## src/rtl/instr_fetch_if.sv

```systemverilog
// Fetch-stage bus: instruction memory port, redirect request and decode handshake.
interface instr_fetch_if;
    logic [31:2] instr_addr;
    logic [31:0] instr;
    logic        redirect_valid;
    logic [31:0] redirect_pc;
    logic        out_valid;
    logic        out_ready;
    logic [31:0] out_pc;
    logic [31:0] out_instr;
    logic        out_fault;

    // Fetch unit side
    modport master (
        output instr_addr,
        input  instr,
        input  redirect_valid,
        input  redirect_pc,
        output out_valid,
        input  out_ready,
        output out_pc,
        output out_instr,
        output out_fault
    );

    // Memory / redirect source / decode side
    modport slave (
        input  instr_addr,
        output instr,
        output redirect_valid,
        output redirect_pc,
        input  out_valid,
        output out_ready,
        input  out_pc,
        input  out_instr,
        input  out_fault
    );
endinterface

```

## src/rtl/instr_fetch.sv

```systemverilog
// Instruction fetch stage: drives a registered-read instruction memory and
// presents one instruction per cycle to decode, with stall, redirect and
// range/alignment fault detection.
module instr_fetch #(
    parameter logic [31:0] RESET_PC  = 32'h0100_0000,
    parameter logic [31:0] IMEM_BASE = 32'h0100_0000,
    parameter logic [31:0] IMEM_LAST = 32'h0100_07FC
) (
    input  logic          clk,
    input  logic          rst,
    instr_fetch_if.master bus
);

    localparam int unsigned WORD_W = 30;
    localparam logic [WORD_W-1:0] RESET_WORD = RESET_PC[31:2];
    localparam logic [31:0] NOP_INSTR = 32'h0000_0013;

    // BOOT: memory holds no response yet; RUN: memory output is a live fetch
    typedef enum logic {
        ST_BOOT = 1'b0,
        ST_RUN  = 1'b1
    } state_t;

    state_t              r_state;
    state_t              w_state_nxt;
    logic [WORD_W-1:0]   r_req_pc;
    logic                r_req_mis;
    logic [WORD_W-1:0]   w_addr;
    logic                w_req_mis_nxt;
    logic [31:0]         w_out_pc;
    logic                w_fault_cond;
    logic                w_out_valid;

    // State register: address latched into memory, misalign flag, FSM state
    always_ff @(posedge clk) begin
        if (rst) begin
            r_state   <= ST_BOOT;
            r_req_pc  <= RESET_WORD;
            r_req_mis <= 1'b0;
        end else begin
            r_state   <= w_state_nxt;
            r_req_pc  <= w_addr;
            r_req_mis <= w_req_mis_nxt;
        end
    end

    // Next fetch address, next state and decode-side outputs
    always_comb begin
        w_state_nxt   = ST_RUN;
        w_addr        = r_req_pc + WORD_W'(1);
        w_req_mis_nxt = 1'b0;
        w_out_pc      = {r_req_pc, 2'b00};
        w_out_valid   = 1'b0;
        w_fault_cond  = 1'b0;

        if (rst) begin
            w_state_nxt   = ST_BOOT;
            w_addr        = RESET_WORD;
            w_req_mis_nxt = 1'b0;
        end else if (bus.redirect_valid) begin
            w_addr        = bus.redirect_pc[31:2];
            w_req_mis_nxt = (bus.redirect_pc[1:0] != 2'b00);
        end else if (r_state == ST_BOOT) begin
            // First fetch still in flight: re-present the same address
            w_addr        = r_req_pc;
            w_req_mis_nxt = r_req_mis;
        end else if (!bus.out_ready) begin
            // Stall: memory re-reads the held address so outputs stay stable
            w_addr        = r_req_pc;
            w_req_mis_nxt = r_req_mis;
        end

        w_out_valid  = (r_state == ST_RUN) && !bus.redirect_valid && !rst;
        w_fault_cond = r_req_mis || (w_out_pc < IMEM_BASE) || (w_out_pc > IMEM_LAST);
    end

    // Decode-side and memory-side outputs
    assign bus.instr_addr = w_addr;
    assign bus.out_valid  = w_out_valid;
    assign bus.out_pc     = w_out_pc;
    assign bus.out_fault  = w_out_valid && w_fault_cond;
    assign bus.out_instr  = w_fault_cond ? NOP_INSTR : bus.instr;

endmodule

```

## src/flat_wrapper.sv

```systemverilog
// flat-port wrapper written by rule: the top's interface ports become plain ports
module instr_fetch_flat 
#(
    parameter logic [31:0] RESET_PC  = 32'h0100_0000,
    parameter logic [31:0] IMEM_BASE = 32'h0100_0000,
    parameter logic [31:0] IMEM_LAST = 32'h0100_07FC
)
  (clk, rst, bus_instr_addr, bus_instr, bus_redirect_valid, bus_redirect_pc, bus_out_valid, bus_out_ready, bus_out_pc, bus_out_instr, bus_out_fault);
  instr_fetch_if bus_i ();
  input  logic clk;
  input  logic rst;
  output wire logic [$bits(bus_i.instr_addr)-1:0] bus_instr_addr;
  input wire logic [$bits(bus_i.instr)-1:0] bus_instr;
  input wire logic [$bits(bus_i.redirect_valid)-1:0] bus_redirect_valid;
  input wire logic [$bits(bus_i.redirect_pc)-1:0] bus_redirect_pc;
  output wire logic [$bits(bus_i.out_valid)-1:0] bus_out_valid;
  input wire logic [$bits(bus_i.out_ready)-1:0] bus_out_ready;
  output wire logic [$bits(bus_i.out_pc)-1:0] bus_out_pc;
  output wire logic [$bits(bus_i.out_instr)-1:0] bus_out_instr;
  output wire logic [$bits(bus_i.out_fault)-1:0] bus_out_fault;
  assign bus_instr_addr = bus_i.instr_addr;
  assign bus_i.instr = bus_instr;
  assign bus_i.redirect_valid = bus_redirect_valid;
  assign bus_i.redirect_pc = bus_redirect_pc;
  assign bus_out_valid = bus_i.out_valid;
  assign bus_i.out_ready = bus_out_ready;
  assign bus_out_pc = bus_i.out_pc;
  assign bus_out_instr = bus_i.out_instr;
  assign bus_out_fault = bus_i.out_fault;
  instr_fetch #(.RESET_PC(RESET_PC), .IMEM_BASE(IMEM_BASE), .IMEM_LAST(IMEM_LAST)) u_core (.clk(clk), .rst(rst), .bus(bus_i));
endmodule
```

## config.mk

```make
export PLATFORM = sky130hd
export DESIGN_NAME = instr_fetch_flat
export DESIGN_NICKNAME = d
export VERILOG_FILES = /design/src/rtl/instr_fetch_if.sv /design/src/rtl/instr_fetch.sv /design/src/flat_wrapper.sv
export SDC_FILE = /design/constraint.sdc
export NUM_CORES = 1
export LEC_CHECK = 0
export CORE_UTILIZATION = 39
export DETAILED_ROUTE_END_ITERATION = 8
export GPL_TIMING_DRIVEN = 0
export PLACE_DENSITY = 0.93
export SLEW_MARGIN = 20
export SYNTH_ARGS = -nofsm -noshare
export SYNTH_HDL_FRONTEND = slang
export SYNTH_SLANG_ARGS = --single-unit
```

## constraint.sdc

```tcl
create_clock -name clk -period 5.4 [get_ports clk]
set_clock_uncertainty 0.15 [all_clocks]
set_input_delay 0.81 -clock clk [delete_from_list [all_inputs] [get_ports clk]]
set_output_delay 0.81 -clock clk [all_outputs]
set_load 0.02 [all_outputs]
```

-- Word-level counts from Yosys, hierarchy flattened
Index checks and enable logic that the tools add are counted.
- flip-flop bits (word level): 32
- input bits: 68
- output and inout bits: 96
- word-level logic and storage cells: 26
- add/subtract/negate cells: 1
- magnitude comparators: 2
- multiplexer cells: 9
- reductions and logical operators: 11
- operator list (operator ; number):
    2-to-1 mux 30 bit ; 4
    greater-than comparator 32 x 25 -> 1 bit, second input constant ; 1
    less-than comparator 32 x 25 -> 1 bit, second input constant ; 1
    2-to-1 mux 32 bit ; 1
    adder 30 x 1 -> 30 bit, second input constant ; 1
    nonzero test 2 bit ; 3
    2-to-1 mux 1 bit ; 4
    logical AND 1 bit ; 3
    logical NOT 1 bit ; 2
    logical OR 1 bit ; 2
    AND reduction 2 bit ; 1

-- Longest topological paths before layout
Gate-level depths: netlist of the first run.
- depth after elaboration: 5
- gate-level depth with buffers: 6
- depth with buffers taken out: 5

-- Worst setup path before layout of the first run
No wires, ideal clock.
- path kind: input-to-output
- start point: input bus_out_ready
- end point: output bus_instr_addr[24]
- arrival: 2349 ps
- required time: 4440 ps
- path slack: 2091 ps
- stages: 5
- buffers on the path: 1
- path through: and3_1 -> buf_4 -> nand4_1 -> or4_1 -> a311oi_1
- cells in the longest elaborated chain, start to end: 4
- ends and longest elaborated chain (element ; RTL line ; RTL):
    from (decl) ; flat_wrapper.sv:17 ; input wire logic [$bits(bus_i.out_ready)-1:0] bus_out_ready;
    2-to-1 mux 30 bit ; instr_fetch.sv:67 ; end else if (!bus.out_ready) begin
    2-to-1 mux 30 bit ; instr_fetch.sv:63 ; end else if (r_state == ST_BOOT) begin
    2-to-1 mux 30 bit ; instr_fetch.sv:60 ; end else if (bus.redirect_valid) begin
    2-to-1 mux 30 bit ; instr_fetch.sv:56 ; if (rst) begin
    to (decl) ; flat_wrapper.sv:12 ; output wire logic [$bits(bus_i.instr_addr)-1:0] bus_instr_addr;
No other way between the ends.

-- Worst setup path in the final report of the first run
- start point: input bus_out_ready
- end point: output bus_instr_addr[16]
Same word-level chain as after synthesis.

==> metrics.csv, run 1 <==
metric;value;unit
dominant synthesized flop cell;dfxtp_1;
outcome;finished clean;
DR DRC count;0;
top-count cell post-synth;dfxtp_1;
max incr delay on CP;0.66;ns
largest fanout on the critical path;8;
f_max;228;MHz
GRT Total Usage;30.2;%
share of layout cells above drive strength 1;4.36;%
WP data arrival;3.43;ns
total setup buffers inserted after CTS;0;
first-pass GRT wire length;15.1;mm
P_leak;1.47;nW
Final Net Count;550;
PD cells;174;nW/um2
Ant. Diodes;0;
Switching Share;33.5;%
relative slew slack;55.4;%
Clk pwr share;27.4;%
RD Place Congestion;0.955;
worst vdd ir;0.000124;V
Synth-to-Final Area Change;73.7;%
fin. max-slew vios;0;
clock tree buffer depth;2;
Cells after Synth;313;
RSZ-0062 raised after global routing;no;
post-synth top area cell;dfxtp_1;
Clock Latency Late Sink;0.30;ns
CTS tree;done;
slowest CP cell;clkdlybuf4s50_1;
Fin. Hold Viols;0;
routed wire length;10.2;mm
Seq pwr share;38.5;%
Slew @ Worst Pin;0.663;ns
clock sinks;32;
htree depth;2;
Die X;80.9;um
antenna viol nets, final;0;
clk slew on worst S/H paths;0.07;ns
WP data required;4.44;ns
most used cell, CP;clkdlybuf4s50_1;
Place WS;1.07;ns
synthesized flop and latch total;32;
# Max-Cap Violations;0;
synthesized cell area;2430;um2
Synth area leaders;dfxtp_1 26%, and2_1 8.0%, a211oi_1 6.5%;
Crit Path Class;in2out;
grt total ovfl;0;
DR vias/cell;6.09;
crit end category;primary output;
number of I/O port buffers;160;
Die ar.;6540;um2
crit-path cells;clkdlybuf4s50_1, and3_1, buf_4, nand3_1, or4_1, a311oi_1, clkdlybuf4s50_1;
Tcrit/Tclk final;81.3;%
Ys Warns;0;
Detailed Route Iter0 Violations;284;
WL/cell;18.3;um
CTS buffer count;5;
# IOs;164;
switching component of the power;0.246;mW
vias in the first global route;3121;
async set or reset register ratio after synthesis;0;%
Setup TNS;0;ns
Fillers;477;
CP Launch Type;primary input;
post_cts resized;0;
initial antenna violation count;0;
EDFF count, synth;0;
min Tclk post-route;4.39;ns
setup ws final;1.01;ns
Starting Density;40.7;%
Final setup viols;0;
Post-synth top cells;32 x dfxtp_1, 31 x and2_1, 25 x nor2_1, 23 x nand3_1, 21 x a211oi_1;
P_int;0.487;mW
area of the core;5960;um2
DR vias;3392;
Gate power share;34.1;%
root buf cell;clkbuf_8;
TritonRoute pass-1 iters;5;
Hold Buf Count CTS;0;
Syn Area/Cell;7.75;um2
number of core rows;28;
sequential element share of the synthesized area;26.4;%
Final HPWL DP;7.82;mm
largest net degree at the start of global routing;11;
reg2reg setup slack;3.18;ns
Die H;80.9;um
Hold Crit Class;reg2reg;
Unique masters post-synth;49;
Yosys top cell area share;26.4;%
==> final cells by class <==
| cell class | instances | area [um2] | area share, % |
|---|---|---|---|
| buffer | 28 | 141 | 3.35 |
| clock buffer | 8 | 90.1 | 2.14 |
| inverter | 5 | 18.8 | 0.445 |
| multi-input combinational | 249 | 1630 | 38.6 |
| sequential | 32 | 641 | 15.2 |
| tap | 75 | 93.8 | 2.23 |
| timing repair buffer | 160 | 1600 | 38.0 |
==> per-layer routing <==
metal  vias up  GRT usage [%]  routed length (um)
met5         -              0                   0
met4         0           14.3                 333
met3        43           7.98                1130
met2       240           55.7                5120
met1      1565           31.6                3630
li1       1544              -                   -
==> power groups by stage <==
stage | sequential [mW] | clock, mW | combinational [mW]
6_report | 0.282 | 0.200 | 0.250
2_1_floorplan | 0.298 | 0 | 0.0940
3_3_place_gp | 0.285 | 0 | 0.244
4_1_cts | 0.281 | 0.198 | 0.249
5_1_grt | 0.284 | 0.209 | 0.264
3_5_place_dp | 0.286 | 0 | 0.247
==> placed cells by master (no fill, tap or decap), types with 14 or more instances in the layout <==
cell type | Yosys | final
clkbuf_1 | 18 | 20
nand4_1 | 17 | 17
nor2_1 | 25 | 25
nand2_1 | 14 | 14
a211oi_1 | 21 | 21
and2_1 | 31 | 31
clkdlybuf4s50_1 | 0 | 160
nand3_1 | 23 | 23
a311oi_1 | 16 | 16
dfxtp_1 | 32 | 32
==> path summary, 6_finish.rpt <==
| kind | to | startpoint | cells past startpoint |
|---|---|---|---|
| max | bus_instr_addr[16] | bus_out_ready | 7 |
| min | u_core.r_req_mis | u_core.r_req_mis | 2 |
| max reg2reg | u_core.r_req_pc[16] | u_core.r_req_pc[0] | 6 |
| min reg2reg | u_core.r_req_mis | u_core.r_req_mis | 2 |
==> critical path: cells and delay by family <==
family / cells / cell delay (ns)
buffers and inverters: 3 / 1.39
AND/OR/NAND/NOR: 3 / 0.95
AO/OA/AOI/OAI: 1 / 0.27
==> flip-flops by register name (all words and copies together), names as in the netlist <==
| register | count |
|---|---|
| u_core.r_req_mis | 1 |
| u_core.r_req_pc | 30 |
| u_core.r_state | 1 |
==> stage by stage <==
step | utilization (%) | std cells | power [mW] | cell area (um2) | hold slack, ns
2_1_floorplan | - | 314 | 0.392 | 2430 | 0.352
3_3_place_gp | 69.3 | 549 | 0.529 | 4130 | 0.363
3_5_place_dp | 69.3 | 549 | 0.533 | 4130 | 0.402
4_1_cts | 70.8 | 557 | 0.728 | 4220 | 0.413
5_1_grt | 70.8 | 557 | 0.757 | 4220 | 0.438
6_report | 70.8 | 557 | 0.732 | 4220 | 0.430
==> cells by family (layout without fill, tap and decap cells) <==
group	count (synthesis)	after routing	share of synthesized area [%]
buf+inv	33	201	6.60
flops	32	32	26.4
simple gates	159	159	37.9
xor+xnor	12	12	4.33
fa+ha+maj	1	1	0.516
other cells	1	2	0.155
compound gates	75	75	24.1
Note: power is estimated with default switching activity, not from simulation.
==> run 2: changes to the inputs <==
--- a/config.mk
+++ b/config.mk
@@ -5,10 +5,10 @@
 export SDC_FILE = /design/constraint.sdc
 export NUM_CORES = 1
 export LEC_CHECK = 0
-export CORE_UTILIZATION = 39
+export CORE_UTILIZATION = 33
 export DETAILED_ROUTE_END_ITERATION = 8
 export GPL_TIMING_DRIVEN = 0
-export PLACE_DENSITY = 0.93
+export PLACE_DENSITY = 0.84
 export SLEW_MARGIN = 20
 export SYNTH_ARGS = -nofsm -noshare
 export SYNTH_HDL_FRONTEND = slang
==> constraint.sdc (replaced) <==
create_clock -name clk -period 3.66 [get_ports clk]
set_clock_uncertainty 0.15 [all_clocks]
set_input_delay 0.549 -clock clk [delete_from_list [all_inputs] [get_ports clk]]
set_output_delay 0.549 -clock clk [all_outputs]
set_load 0.02 [all_outputs]
==> run 2 against run 1 <==
Compared with the run above:
- via count down 2.6%
- critical path depth is the same
- routed wire length down 2.5%
- combinational power is 45% higher
- critical path type unchanged
==> metrics.csv, run 2 (synthesized netlist as in run 1, its figures left out) <==
metric;value;unit;change
PD cells;247;nW/um2;was 174 nW/um2
WP data arrival;2.87;ns;was 3.43 ns
TritonRoute pass-1 iters;5;;unchanged
clock sinks;32;;unchanged
clk slew on worst S/H paths;0.07;ns;about the same
worst r2r src;u_core.r_req_pc[0];;unchanged
Hold Buf Count CTS;0;;unchanged
max reg flops;30;;unchanged
antenna viol nets, final;0;;unchanged
CTS tree;done;;unchanged
r2r endpoint;u_core.r_req_pc[16];;unchanged
setup ws final;0.0941;ns;was 1.01 ns
hold depth;2;;unchanged
worst vdd ir;0.000166;V;was 0.000124 V
Die H;87.7;um;was 80.9 um
Final Net Count;550;;unchanged
Die X;87.7;um;was 80.9 um
Starting Density;34.9;%;was 40.7%
Post-Route Utilization;60.8;%;was 70.8%
Hold Slack;0.378;ns;was 0.430 ns
# Max-Cap Violations;0;;unchanged
crit end category;primary output;;unchanged
largest net degree at the start of global routing;11;;unchanged
vias in the first global route;3107;;was 3,121
max incr delay on CP;0.64;ns;was 0.66 ns
slowest CP cell;clkdlybuf4s50_1;;unchanged
Crit Path Class;in2out;;unchanged
Die ar.;7700;um2;was 6540 um2
Crit path depth;7;;unchanged
CTS buffer count;5;;unchanged
largest fanout on the critical path;8;;unchanged
grt total ovfl;0;;unchanged
initial antenna violation count;0;;unchanged
WL/cell;17.3;um;was 18.3 um
reg2reg setup slack;1.48;ns;was 3.18 ns
GRT Total Usage;24.9;%;was 30.2%
Hold Path Sink;u_core.r_req_mis;;unchanged
most flop-heavy register;u_core.r_req_pc;;unchanged
Cells after DPL;570;;was 549
Fin. Hold Viols;0;;unchanged
total setup buffers inserted after CTS;0;;unchanged
DR vias/cell;5.73;;was 6.09
CP Launch Type;primary input;;unchanged
first-pass GRT wire length;15.0;mm;was 15.1 mm
Non-Filler Instances;577;;was 557
Final setup viols;0;;unchanged
# IOs;164;;unchanged
Slew @ Worst Pin;0.567;ns;was 0.663 ns
Detailed Route Iter0 Violations;280;;was 284
number of core rows;30;;was 28
RSZ-0062 raised after global routing;no;;unchanged
Place WS;-0.250;ns;was 1.07 ns
DR vias;3305;;was 3,392
htree depth;2;;unchanged
most used cell, CP;clkdlybuf4s50_1;;unchanged
Hold Crit Class;reg2reg;;unchanged
Hold Path Origin;u_core.r_req_mis;;unchanged
f_max;280;MHz;
P_leak;1.50;nW;was 1.47 nW
Clock Latency Late Sink;0.29;ns;was 0.30 ns
crit-path cells;clkdlybuf4s50_1, and3_1, buf_4, nand3_1, xor2_1, a211oi_1, clkdlybuf4s50_1;;was clkdlybuf4s50_1, and3_1, buf_4, nand3_1, or4_1, a311oi_1, clkdlybuf4s50_1
DR DRC count;0;;unchanged
CP bufs+invs;3;;unchanged
area of the core;6940;um2;was 5960 um2
fin. max-slew vios;0;;unchanged
commonest non-fill, non-tap cell in the layout;clkdlybuf4s50_1;;unchanged
Tot Pwr;1.04;mW;was 0.732 mW
WP data required;2.96;ns;was 4.44 ns
RD Place Congestion;0.910;;was 0.955
Ant. Diodes;0;;unchanged
outcome;finished clean;;unchanged
Final HPWL DP;7.82;mm;about the same
number of I/O port buffers;160;;unchanged
routed wire length;9.96;mm;was 10.2 mm
min Tclk post-route;3.57;ns;
Synth-to-Final Area Change;73.9;%;was 73.7%
root buf cell;clkbuf_8;;unchanged
Tcrit/Tclk final;97.4;%;
FF-to-FF path depth;6;;unchanged
Top Registers;u_core.r_req_pc (30), u_core.r_req_mis (1), u_core.r_state (1);;unchanged
clock tree buffer depth;2;;unchanged
relative slew slack;62.2;%;was 55.4%
share of layout cells above drive strength 1;4.99;%;was 4.36%
delay-heaviest family, CP;buffers and inverters;;unchanged
Fillers;608;;was 477
commonest cells after routing, fill and taps aside;149 x clkdlybuf4s50_1, 32 x dfxtp_1, 31 x and2_1;;was 160 x clkdlybuf4s50_1, 32 x dfxtp_1, 31 x and2_1
## run 2: changes by cell type in the layout (fill, tap and decap cells not counted)
cell,delta
clkdlybuf4s50_1,-11
dlygate4sd2_1,+6
clkbuf_2,+2
clkbuf_1,-1
clkbuf_8,-1
clkdlybuf4s15_1,+1
clkinv_2,+1
dlygate4sd1_1,+1
dlymetal6s2s_1,+1
nor4_1,-1
nor4_2,+1
## run 2: worst min-delay path, cell delays in order (launching register included)
cell and delay [ns]:
dfxtp_1 0.31, a21oi_1 0.12, a211oi_1 0.05
## run 2: timing repair
item / 4_1_cts / 5_1_grt
gates resized for setup: 10 / 11
setup endpoints to repair: 10 / 8
pin swaps: 0 / 0
endpoints found under the hold margin: 0 / 0
## run 2: report_power, final
part	total (mW)	internal (mW)	switching, mW
combinational	0.362	0.185	0.177
sequential	0.416	0.374	0.0421
clock	0.264	0.129	0.135
## run 2: worst max path at each step
stage                       startpoint                 end
finish                   bus_out_ready   bus_instr_addr[8]
global route             bus_out_ready  bus_instr_addr[28]
CTS                      bus_out_ready  bus_instr_addr[24]
detailed placement       bus_out_ready  bus_instr_addr[24]
global placement         bus_out_ready  bus_instr_addr[24]
floorplan           u_core.r_req_pc[0]  bus_instr_addr[24]
## run 2: routing by layer
| layer | vias up | part of all wire (%) | GRT usage [%] | wire (um) |
|---|---|---|---|---|
| met3 | 21 | 11 | 5.47 | 1060 |
| li1 | 1545 | - | - | - |
| met4 | 0 | 1.9 | 7.00 | 186 |
| met1 | 1532 | 38 | 26.6 | 3750 |
| met5 | - | 0 | 0 | 0 |
| met2 | 207 | 50 | 48.5 | 4960 |
## run 2: metrics by stage
step                      TNS, ns  instance area, um2
final                           0                4220
after global routing            0                4220
after CTS                       0                4220
after detailed placement    -1.10                4150
after global placement     -0.770                4150
after floorplan                 0                2430
## run 2: area by class of cell
class / count / area (um2) / area share [%]
inverter: 5 / 18.8 / 0.445
tap: 96 / 120 / 2.85
multi-input combinational: 249 / 1640 / 38.8
buffer: 28 / 141 / 3.35
sequential: 32 / 641 / 15.2
timing repair buffer: 160 / 1590 / 37.6
clock buffer: 6 / 72.6 / 1.72
clock inverter: 1 / 5.00 / 0.119
==> edit 1: new RTL, flow settings as in run 1 <==
Make the reset (`rst`) asynchronous in one clocked block.
--- a/src/rtl/instr_fetch.sv
+++ b/src/rtl/instr_fetch.sv
@@ -32,7 +32,7 @@
     logic                w_out_valid;
 
     // State register: address latched into memory, misalign flag, FSM state
-    always_ff @(posedge clk) begin
+    always_ff @(posedge clk or posedge rst) begin
         if (rst) begin
             r_state   <= ST_BOOT;
             r_req_pc  <= RESET_WORD;
Check against the original RTL: differs if rst is asserted again (counterexample within 4 cycles, from zero or initial values and one cycle with rst high); with rst held inactive, the same outputs for 10 cycles.
==> edit 1 against run 1 <==
- sequential cell count unchanged
- highest routed layer unchanged
- sequential share of layout area up 4.3 points
- area after synthesis down 4.5%
- wire length down 10%
- worst setup slack worse by 0.32 ns
- core utilization up 2.7 points
- clock power up 5%
- largest cell class unchanged
- total power down 1.6%
- critical path depth unchanged
- design area down 2.2%
- die area down 4.4%
==> edit 1: results (changes against run 1) <==
| Metric | Value |
|---|---|
| Final #Nets | 521 (was 550) |
| DRT Pass-1 Iters | 6 (was 5) |
| RePlAce Congestion | 0.8966 (was 0.9550) |
| Synth Instances | 284 (was 313) |
| Max stage delay on crit path | 0.70 ns (was 0.66 ns) |
| Worst slew pin tran | 0.8866 ns (was 0.6628 ns) |
| Synth top area cells | dfrtp_1 33%, and2_1 9.2%, a211oi_1 4.9% (was dfxtp_1 26%, and2_1 8.0%, a211oi_1 6.5%) |
| PortBufs | 159 (was 160) |
| DP HPWL | 7176 µm (was 7818 µm) |
| Drt total wl | 9147 µm (was 10220 µm) |
| Maximum number of pins on one net before global-route repair | 31 (was 11) |
| Data arrival, critical path | 3.75 ns (was 3.43 ns) |
| First-pass GRT wire length | 14290 µm (was 15090 µm) |
| Setup crit end | bus_instr_addr[15] (was bus_instr_addr[16]) |
| Final period utilization | 87.23% (was 81.30%) |
| Tot GR Track Use | 29.71% (was 30.24%) |
| VDD IR max | 0.1180 mV (was 0.1242 mV) |
| End of the worst hold path | u_core.r_req_mis (unchanged) |
| Top FF cell, synth | dfrtp_1 (was dfxtp_1) |
| Most frequent cells after synthesis | 34 x and2_1, 31 x dfrtp_1, 29 x nor2_1 (was 32 x dfxtp_1, 31 x and2_1, 25 x nor2_1) |
| Final Non-Filler Cells | 525 (was 557) |
| P_leak | 1.495 nW (was 1.472 nW) |
| Worst r2r src | u_core.r_req_pc[4] (was u_core.r_req_pc[0]) |
| Count of different cell masters after synthesis | 43 (was 49) |
| Status | complete, no violations (unchanged) |
| Min-delay src | u_core.r_req_mis (unchanged) |
| FF-to-FF setup slack | 2.74 ns (was 3.18 ns) |
| HP Class | register to register (unchanged) |
| RR Endpoint | u_core.r_req_pc[15] (was u_core.r_req_pc[16]) |
| Total number of vias | 2960 (was 3392) |
| Ys async rst share | 100.0% (was 0%) |
| Vias in the first global route | 2809 (was 3121) |
| Fill cells | 451 (was 477) |
| Place WS | 0.6971 ns (was 1.071 ns) |
| DR iter-0 viols | 361 (was 284) |
edit 1: cell count changes in the layout (fill, tap and decap cells not counted), sizes merged, moves of 6 or more:
| cell | run 1 | this run |
|---|---|---|
| a311oi | 16 | 9 |
| a211oi | 21 | 15 |
| dfxtp | 32 | 0 |
| dfrtp | 0 | 31 |
| nand3 | 24 | 13 |
edit 1: metal layers:
metal	wire (µm)	vias to the layer above	global-route usage, %
li1	-	1384	-
met1	3510	1372	36.07
met5	0	-	0
met2	4618	187	52.67
met4	182	0	7.636
met3	836	17	6.667
edit 1: area by class of cell:
class | instances | area (µm²) | share of cell area, %
timing repair buffer | 160 | 1612 | 39.09
buffer | 22 | 92.59 | 2.246
clock buffer | 8 | 100.1 | 2.428
inverter | 6 | 22.52 | 0.5463
tap | 72 | 90.09 | 2.185
sequential | 32 | 802.0 | 19.45
multi-input combinational | 225 | 1404 | 34.05
edit 1: kinds of logic (layout without fill, tap and decap cells):
family / count (synthesis) / in the layout / synth area share, %
AO/OA/AOI/OAI: 51 / 51 / 16.10
XOR/XNOR: 11 / 11 / 4.160
AND/OR/NAND/NOR: 160 / 160 / 39.49
buffers and inverters: 28 / 196 / 4.916
flip-flops: 32 / 32 / 34.63
adder cells (fa/ha/maj): 1 / 1 / 0.5402
other: 1 / 2 / 0.1619
edit 1: tightest hold or removal path, delay by kind of cell, from the launching register on:
kind            cells  cell delay (ns)
flops               1             0.38
compound gates      2             0.19
edit 1: stage by stage:
stage	util, %	area (µm²)
global placement	71.35	4001
CTS	73.52	4123
finish	73.52	4123
detailed placement	71.73	4023
global route	73.52	4123
floorplan	-	2320
edit 1: report_power, final:
group	total, mW	internal [mW]	switching [mW]
Sequential	0.281	0.255	0.0256
Clock	0.209	0.116	0.0927
Combinational	0.231	0.120	0.111
Total	0.721	0.491	0.229
==> edit 2: new RTL, flow settings as in run 1 <==
Without the edit above. `IMEM_LAST` is set to 32'h0100_07FC in 2 places; all go to 32'h01000000.
--- a/src/rtl/instr_fetch.sv
+++ b/src/rtl/instr_fetch.sv
@@ -4,7 +4,7 @@
 module instr_fetch #(
     parameter logic [31:0] RESET_PC  = 32'h0100_0000,
     parameter logic [31:0] IMEM_BASE = 32'h0100_0000,
-    parameter logic [31:0] IMEM_LAST = 32'h0100_07FC
+    parameter logic [31:0] IMEM_LAST = 32'h01000000
 ) (
     input  logic          clk,
     input  logic          rst,
--- a/src/flat_wrapper.sv
+++ b/src/flat_wrapper.sv
@@ -3,7 +3,7 @@
 #(
     parameter logic [31:0] RESET_PC  = 32'h0100_0000,
     parameter logic [31:0] IMEM_BASE = 32'h0100_0000,
-    parameter logic [31:0] IMEM_LAST = 32'h0100_07FC
+    parameter logic [31:0] IMEM_LAST = 32'h01000000
 )
   (clk, rst, bus_instr_addr, bus_instr, bus_redirect_valid, bus_redirect_pc, bus_out_valid, bus_out_ready, bus_out_pc, bus_out_instr, bus_out_fault);
   instr_fetch_if bus_i ();
Formal check against the unedited RTL: not equivalent (a bounded check fails within 4 cycles, from zero or initial values and one cycle with rst high).
==> edit 2 against run 1 <==
- design area decreased by 0.86%
- cell count decreased by 0.36%
- area after synthesis decreased by 1.8%
- sequential cell count unchanged
- core utilization decreased by 0.19 points
- worst setup slack got worse by 0.36 ns
- total power decreased by 0.84%
- wire length decreased by 3.4%
- critical path type unchanged
- critical endpoint is now bus_instr_addr[20]
- largest cell class unchanged
- highest routed layer unchanged
==> edit 2: results (changes against run 1) <==
| Metric | Value |
|---|---|
| CP delay by family, top | simple AND/OR/NAND/NOR gates (was buffers and inverters) |
| Status | complete, no violations (unchanged) |
| Post-CTS sizing | 0 (unchanged) |
| DRT Pass-1 Iters | 8 (was 5) |
| First-pass GRT wire length | 14920 µm (was 15090 µm) |
| Tot GR Track Use | 30.13% (was 30.24%) |
| Synth Instances | 312 (was 313) |
| Post-DP Area | 4083 µm² (was 4125 µm²) |
| Total CTS buffers | 5 (unchanged) |
| P_leak | 1.422 nW (was 1.472 nW) |
| RePlAce Congestion | 0.8842 (was 0.9550) |
| Worst slew pin tran | 0.8406 ns (was 0.6628 ns) |
| Post-Synth Adder-Cell Area | 1.050% (was 0.5157%) |
| Data arrival, critical path | 3.79 ns (was 3.43 ns) |
| Vias in the first global route | 3177 (was 3121) |
| DR iter-0 viols | 185 (was 284) |
| Layout cell share with drive strength beyond 1 | 3.542% (was 4.357%) |
| Count of different cell masters after synthesis | 43 (was 49) |
| Synth top area cells | dfxtp_1 27%, a211oi_1 7.9%, and2_1 7.6% (was dfxtp_1 26%, and2_1 8.0%, a211oi_1 6.5%) |
| Most frequent cells after synthesis | 32 x dfxtp_1, 29 x and2_1, 25 x a211oi_1 (was 32 x dfxtp_1, 31 x and2_1, 25 x nor2_1) |
| Pwr Total | 0.7261 mW (was 0.7322 mW) |
| Combinational power | 0.241 mW (was 0.250 mW) |
| Max Cap Violations | 0 (unchanged) |
| Inst Count DP | 548 (was 549) |
| Crit-path max FO | 10 (was 8) |
| Fill cells | 473 (was 477) |
| Post-Synth XOR/XNOR Area | 4.409% (was 4.332%) |
| VDD IR max | 0.1286 mV (was 0.1242 mV) |
| Int Pwr | 0.4913 mW (was 0.4866 mW) |
| Drt total wl | 9868 µm (was 10220 µm) |
| Clk pwr share | 28.1% (was 27.4%) |
| DP HPWL | 7602 µm (was 7818 µm) |
| Synth Area in Compound Gates | 24.15% (was 24.08%) |
| Wirelength per Cell | 17.78 µm (was 18.34 µm) |
## edit 2: changes by cell type after synthesis, sizes merged, moves of 4 or more
cell           run 1  this run
nor4               9        16
o31ai              6         2
nor3               6        12
o2111a             4         0
or4                8         4
nand2             15        19
nor3b              0         4
nor2              25        21
a211oi            21        25
a311oi            16        11
nand3             24        13
o311a              0         4
## edit 2: path summary, 6_finish.rpt
| check | start | endpoint | slack [ns] | depth (start not counted) |
|---|---|---|---|---|
| max | bus_out_ready | bus_instr_addr[20] | 0.65 | 6 |
| min | u_core.r_req_mis | u_core.r_req_mis | 0.45 | 2 |
| max reg2reg | u_core.r_req_pc[0] | u_core.r_req_pc[20] | 2.98 | 5 |
| min reg2reg | u_core.r_req_mis | u_core.r_req_mis | 0.45 | 2 |
## edit 2: kinds of logic (layout without fill, tap and decap cells)
family          count (synthesis)  count (layout)
simple gates                  157             157
compound gates                 75              75
buf+inv                        33             200
flops                          32              32
xor+xnor                       12              12
fa+ha+maj                       2               2
other cells                     1               2
## edit 2: metal layers
| layer | vias to the layer above | global-route usage (%) | wire (µm) |
|---|---|---|---|
| met5 | - | 0 | 0 |
| met4 | 0 | 15.36 | 374 |
| met3 | 39 | 6.932 | 1052 |
| met2 | 227 | 55.73 | 4963 |
| met1 | 1547 | 31.54 | 3479 |
| li1 | 1525 | - | - |
## edit 2: area by class of cell
cell class	count	area [µm²]	area share (%)
Multi-Input combinational cell	248	1613	38.59
Timing Repair Buffer	160	1602	38.32
Tap cell	75	93.84	2.246
Inverter	8	30.03	0.7186
Buffer	25	103.9	2.485
Clock buffer	7	96.34	2.305
Sequential cell	32	640.6	15.33
## edit 2: tightest hold or removal path, delay by kind of cell (launching register included)
| kind | cells | cell delay (ns) |
|---|---|---|
| DFF | 1 | 0.34 |
| AOI/OAI and AO/OA | 2 | 0.21 |
